[src/rtl/dm_arb.sv]
// Two-port arbiter sharing the single-ported data memory between the CPU (port 0) and DMA/debug (port 1).
// Define DM_ARB_FIXED_PRIO_EN for fixed priority (port 0 wins ties); default is round-robin.
//   state | meaning
//   IDLE  | no captured command, dm write disabled
//   ACC   | captured command drives dm this cycle
module dm_arb #(
    parameter int AW = 12,
    parameter int DW = 32
) (
    input  logic          clk,
    input  logic          rst_n,
    input  logic          p0_req,
    input  logic          p0_we,
    input  logic [AW-1:0] p0_addr,
    input  logic [DW-1:0] p0_wd,
    input  logic [1:0]    p0_byteExt,
    output logic          p0_gnt,
    output logic          p0_done,
    output logic [DW-1:0] p0_rdata,
    input  logic          p1_req,
    input  logic          p1_we,
    input  logic [AW-1:0] p1_addr,
    input  logic [DW-1:0] p1_wd,
    input  logic [1:0]    p1_byteExt,
    output logic          p1_gnt,
    output logic          p1_done,
    output logic [DW-1:0] p1_rdata,
    output logic [AW-1:0] dm_addr,
    output logic          dm_wE,
    output logic [DW-1:0] dm_wd,
    output logic [1:0]    dm_byteExt,
    input  logic [DW-1:0] dm_rd
);

    typedef enum logic {IDLE, ACC} state_t;

    state_t        state_q, state_d;
    logic          any_req;
    logic          win1;
    logic          cmd_we;
    logic [AW-1:0] cmd_addr;
    logic [DW-1:0] cmd_wd;
    logic [1:0]    cmd_be;
    logic          cmd_own;
    logic          in_acc;

    assign any_req = p0_req | p1_req;
    assign in_acc  = (state_q == ACC);

`ifdef DM_ARB_FIXED_PRIO_EN
    assign win1 = p1_req & ~p0_req;
`else
    // last_q = 1 means port 1 won most recently, so port 0 takes the next tie
    logic last_q;

    assign win1 = p1_req & (~p0_req | ~last_q);

    always_ff @(posedge clk or negedge rst_n) begin
        if (!rst_n) begin
            last_q <= 1'b1;
        end else if (any_req) begin
            last_q <= win1;
        end
    end
`endif

    assign p0_gnt = rst_n & p0_req & ~win1;
    assign p1_gnt = rst_n & win1;

    always_ff @(posedge clk or negedge rst_n) begin
        if (!rst_n) begin
            state_q <= IDLE;
        end else begin
            state_q <= state_d;
        end
    end

    always_comb begin
        state_d = state_q;
        dm_wE   = 1'b0;
        case (state_q)
            IDLE: begin
                if (any_req) state_d = ACC;
            end
            ACC: begin
                dm_wE = cmd_we;
                if (!any_req) state_d = IDLE;
            end
            default: state_d = IDLE;
        endcase
    end

    always_ff @(posedge clk or negedge rst_n) begin
        if (!rst_n) begin
            cmd_we   <= 1'b0;
            cmd_addr <= '0;
            cmd_wd   <= '0;
            cmd_be   <= 2'b00;
            cmd_own  <= 1'b0;
        end else if (any_req) begin
            cmd_we   <= win1 ? p1_we      : p0_we;
            cmd_addr <= win1 ? p1_addr    : p0_addr;
            cmd_wd   <= win1 ? p1_wd      : p0_wd;
            cmd_be   <= win1 ? p1_byteExt : p0_byteExt;
            cmd_own  <= win1;
        end
    end

    assign dm_addr    = cmd_addr;
    assign dm_wd      = cmd_wd;
    assign dm_byteExt = cmd_be;

    // Completion and read data land one cycle after the access, only for the owner
    always_ff @(posedge clk or negedge rst_n) begin
        if (!rst_n) begin
            p0_done  <= 1'b0;
            p1_done  <= 1'b0;
            p0_rdata <= '0;
            p1_rdata <= '0;
        end else begin
            p0_done <= in_acc & ~cmd_own;
            p1_done <= in_acc & cmd_own;
            if (in_acc && !cmd_own) p0_rdata <= dm_rd;
            if (in_acc && cmd_own)  p1_rdata <= dm_rd;
        end
    end

endmodule

[config.mk]
export PLATFORM = sky130hd
export DESIGN_NAME = dm_arb
export DESIGN_NICKNAME = d
export VERILOG_FILES = /design/src/rtl/dm_arb.sv
export SDC_FILE = /design/constraint.sdc
export NUM_CORES = 1
export LEC_CHECK = 0
export BUFFER_PORTS_ARGS = -buffer_cell sky130_fd_sc_hd__buf_2
export CELL_PAD_IN_SITES_DETAIL_PLACEMENT = 1
export CELL_PAD_IN_SITES_GLOBAL_PLACEMENT = 1
export CORE_AREA = 2 2 124 126
export DETAILED_ROUTE_END_ITERATION = 10
export DIE_AREA = 0 0 126 128
export PLACE_DENSITY_LB_ADDON = 0.1
export SKIP_CTS_REPAIR_TIMING = 1
export SLEW_MARGIN = 10
export SYNTH_ARGS = -nofsm -noshare
export SYNTH_HDL_FRONTEND = slang
export SYNTH_SLANG_ARGS = --single-unit
[constraint.sdc]
create_clock -name clk -period 1.7 [get_ports clk]
set_clock_uncertainty 0.2 [all_clocks]
set_input_delay 0.17 -clock clk [delete_from_list [all_inputs] [get_ports clk]]
set_output_delay 0.17 -clock clk [all_outputs]
set_load 0.01 [all_outputs]
Word level (Yosys, flattened, before mapping)
Cells that the tools add are included.
W data, S select, Z words.
{"block": "classes", "n_bitwise": 12, "n_reduce_logical": 3, "muxes": 6}
{"op": "$mux W32", "n": 1}
{"op": "$mux W12", "n": 1}
{"op": "$and A1 B1 Y1", "n": 6}
{"op": "$not A1 Y1", "n": 4}
{"op": "$mux W1", "n": 3}
{"op": "$logic_and A1 B1 Y1", "n": 2}
{"op": "$mux W2", "n": 1}
{"op": "$or A1 B1 Y1", "n": 2}
{"op": "$logic_not A1 Y1", "n": 1}
{"block": "totals", "ff_bits": 116, "output_inout_bits": 115}

Logic depth before layout (Yosys ltp)
{"block": "depth", "ltp_word": 5, "ltp_mapped": 6}

Least setup slack after synthesis
Ideal clock, no wire load.
{"block": "synth_timing", "path_type": "reg-to-reg", "startpoint": "register last_q", "endpoint": "register cmd_addr[0], in the netlist dm_addr[0]", "slack_ns": 0.127, "required_time_ns": 1.369, "path_buffers": 3, "period_less_slack_ns": 1.573, "t_arrival_ns": 1.242, "path_stages_with_launch": 7, "cell_sequence": "dfstp_2 -> clkbuf_2 -> nor2b_2 -> buf_4 -> buf_6 -> o32ai_1 -> a21oi_2"}
{"block": "synth_via", "elab_chain_len": 4}
{"item": "from (decl)", "line": "54", "text": "logic last_q;"}
{"item": "from (signal assigned)", "line": "62", "text": "last_q <= win1;"}
{"item": "$not A1 Y1", "line": "56", "text": "assign win1 = p1_req & (~p0_req | ~last_q);"}
{"item": "$or A1 B1 Y1", "line": "56"}
{"item": "$and A1 B1 Y1", "line": "56"}
{"item": "$mux W12", "line": "102", "text": "cmd_addr <= win1 ? p1_addr : p0_addr;"}
{"item": "to (signal assigned)", "line": "102"}
{"item": "to (decl)", "line": "41", "text": "logic [AW-1:0] cmd_addr;"}
No other way between the ends.
A chain may end at the register's enable or synchronous reset.

Worst setup path in the final report
{"block": "layout_timing", "startpoint": "register last_q", "endpoint": "output port p0_gnt"}
{"block": "layout_via", "elab_chain_len": 5}
{"item": "$not A1 Y1", "line": "56"}
{"item": "$or A1 B1 Y1", "line": "56"}
{"item": "$and A1 B1 Y1", "line": "56"}
{"item": "$not A1 Y1", "line": "67", "text": "assign p0_gnt = rst_n & p0_req & ~win1;"}
{"item": "$and A1 B1 Y1", "line": "67"}
{"item": "to (decl)", "line": "17", "text": "output logic p0_gnt,"}
No other way between the ends.

==> key figures <==
Synth
  – Async set or reset register ratio after synthesis: 100%
  – Top-area cell type share of the netlist area: 56.7%
  – Synth area leader: dfrtp_1
  – EDFF count, synth: 0
  – Seq/Total Area, Yosys: 57.2%
  – Post-synth cell types: 22
  – Yosys warnings: 0
  – Synthesized Nets: 550
  – Synth area leaders: dfrtp_1 (57%), mux2_2 (14%), o32ai_1 (8.1%), nand2b_1 (5.8%), o21ai_0 (4.6%)
  – Synth Instances: 420
  – Synth Flop Type: dfrtp_1
  – Avg Inst Size Synth: 12.1 um^2
  – Seq cells post-synth: 116
  – Post-Syn Area: 5080 um^2

Global routing
  – Total GRT Usage: 20.0%
  – Total congestion overflow: 0
  – First-pass GRT wire length: 25,300 um
  – Vias in the first global route: 4,629
  – Largest net degree at the start of global routing: 115
  – Initial antenna violation count: 0

Place
  – GPL Wtd Cong: 0.746
  – Port Buf Inserts: 244
  – Post-Place Cells: 826
  – DP Wirelength: 11,000 um

Flow run
  – Max-Cap Viols: 0

Routing
  – DR vias: 4,930
  – DR DRC count: 0
  – DR vias/cell: 5.08
  – DRT iter0 DRCs: 173
  – Routed Antenna Nets: 0
  – Met2 routed WL: 9490 um
  – WL met1: 7390 um
  – Drt pass-1 iters: 4
  – Top sig layer: met4
  – Met3 wire len: 1080 um
  – Detailed Route WL: 18,300 um
  – DR WL/cell: 18.9 um

Pwr
  – Leak: 3.82 nW
  – Power Total: 9.75 mW
  – PwrDens: 1160 nW/um^2
  – Peak VDD IR: 0.679 mV

Floorplanning
  – Die width: 126 um
  – Core footprint: 14,900 um^2
  – Starting Density: 34.2%
  – Io pins: 245
  – Die area: 16,100 um^2
  – Height of the die: 128 um
  – Row cnt: 45

Final layout
  – Layout cells sized above 1: 50.3%
  – Most common cell after layout, fill and taps aside: buf_2
  – Final core utilization: 56.7%
  – ANT cells: 0
  – NumNets Final: 899
  – Fillcell total: 1,627
  – Commonest cells after routing, fill and taps aside: buf_2 (243), dfrtp_1 (115), dlygate4sd3_1 (96), mux2_2 (64)
  – Area Overhead vs Synth: 65.9%
  – Fin cells: 970

Worst setup path
  – CP Max Fanout: 5
  – Worst Path Required: 1330 ps
  – Critical path data arrival time: 1510 ps
  – Worst setup path category: flop to output port
  – Critical Path Source Type: flop
  – Critical Path End Type: output port

Timing
  – Max_slew headroom: 58.8%
  – RSZ-0062 raised after global routing: true
  – Final hold vios: 24
  – Setup ws final: -175 ps
  – Final Max Slew Viols: 0
  – Final Setup Violations: 3
  – Hold slack: -35.0 ps
  – Minimum clock period: 1880 ps
  – TNS Setup: -225 ps
  – Final cycle utilization of the critical path: 110%
  – Fmax: 533 MHz
  – Slew @ Worst Pin: 618 ps

Clock network
  – CTS root buffer: clkbuf_16
  – Clk slew on worst S/H paths: 60 ps
  – CTS Sinks: 116
  – H-tree Lvls: 4
  – CTS Buf Count: 17
  – Worst-skew pair later-pin latency: 410 ps
  – Deepest clock path buffer count: 2
  – TritonCTS clock tree: done

Run status
  – Violated checks: hold timing, setup timing
  – Outcome: finished, violations left

Worst hold path
  – Hold WC Path Type: primary input to flop
[layer usage]
layer	vias to the layer above	global-route usage (%)
li1	2258	-
met5	-	0
met2	186	33.3
met1	2458	24.8
met4	0	6.85
met3	28	6.26
[sequential cells by signal, indices dropped and copies added (netlist names)]
register and cells:
dm_wd 32, p0_rdata 32, p1_rdata 32, dm_addr 12, dm_byteExt 2, cmd_own 1
cmd_we 1, in_acc 1, last_q 1, p0_done 1, p1_done 1
[final timing paths]
| check | startpoint | to | slack, ps | depth (start not counted) |
|---|---|---|---|---|
| max | last_q$_DFFE_PN1P_ | p0_gnt | -180 | 4 |
| min | p1_wd[28] | dm_wd[28]$_DFFE_PN0P_ | -40 | 4 |
| max reg2reg | last_q$_DFFE_PN1P_ | dm_wd[1]$_DFFE_PN0P_ | 0 | 6 |
| min reg2reg | p1_rdata[30]$_DFFE_PN0P_ | p1_rdata[30]$_DFFE_PN0P_ | 300 | 1 |
| max in group asynchronous | rst_n | p1_rdata[20]$_DFFE_PN0P_ | 420 | 3 |
| min in group asynchronous | rst_n | last_q$_DFFE_PN1P_ | 240 | 2 |
[worst max-delay path: stages (launching register included)]
cell     delay, ps
dfstp_2        630
nor2b_4         90
nor2_2         110
and2_1         130
buf_2          130
[report_power, final]
part / total (mW) / switching (mW) / internal (mW)
registers: 3.47 / 0.238 / 3.23
clock network: 3.98 / 1.30 / 2.68
logic: 2.30 / 1.13 / 1.17
total: 9.75 / 2.67 / 7.08
[Yosys cell counts, drive strengths merged, types with 2 or more instances]
library cell / n
o32ai: 47
o21ai: 47
clkbuf: 19
mux2: 64
a21oi: 48
dfrtp: 115
nor2b: 2
buf: 19
nand2b: 47
nand2: 2
and2: 2
nor2: 3
[through the flow]
step	setup WS, ps	area (um^2)
finish	-175	8430
global route	-259	8430
CTS	-541	7200
detailed placement	-85.0	6540
global placement	-87.3	6540
floorplan	127	5080
[cell families (layout without fill, tap and decap cells)]
group                  Yosys count  in the layout  synth area share [%]
buffers and inverters           40            400                  3.62
AO/OA/AOI/OAI                  143            143                  18.2
flip-flops                     116            116                  57.2
multiplexers                    64             64                  14.2
AND/OR/NAND/NOR                 57             59                  6.82
[final cells by class]
| type | instances | area, um^2 | area share, % |
|---|---|---|---|
| Sequential cell | 116 | 2900 | 34.5 |
| Timing Repair Buffer | 366 | 2500 | 29.7 |
| Multi-Input combinational cell | 266 | 2120 | 25.1 |
| Clock buffer | 20 | 457 | 5.42 |
| Tap cell | 188 | 235 | 2.79 |
| Clock inverter | 12 | 201 | 2.39 |
| Inverter | 2 | 8.76 | 0.104 |
Note: power is estimated with default switching activity, not from simulation.
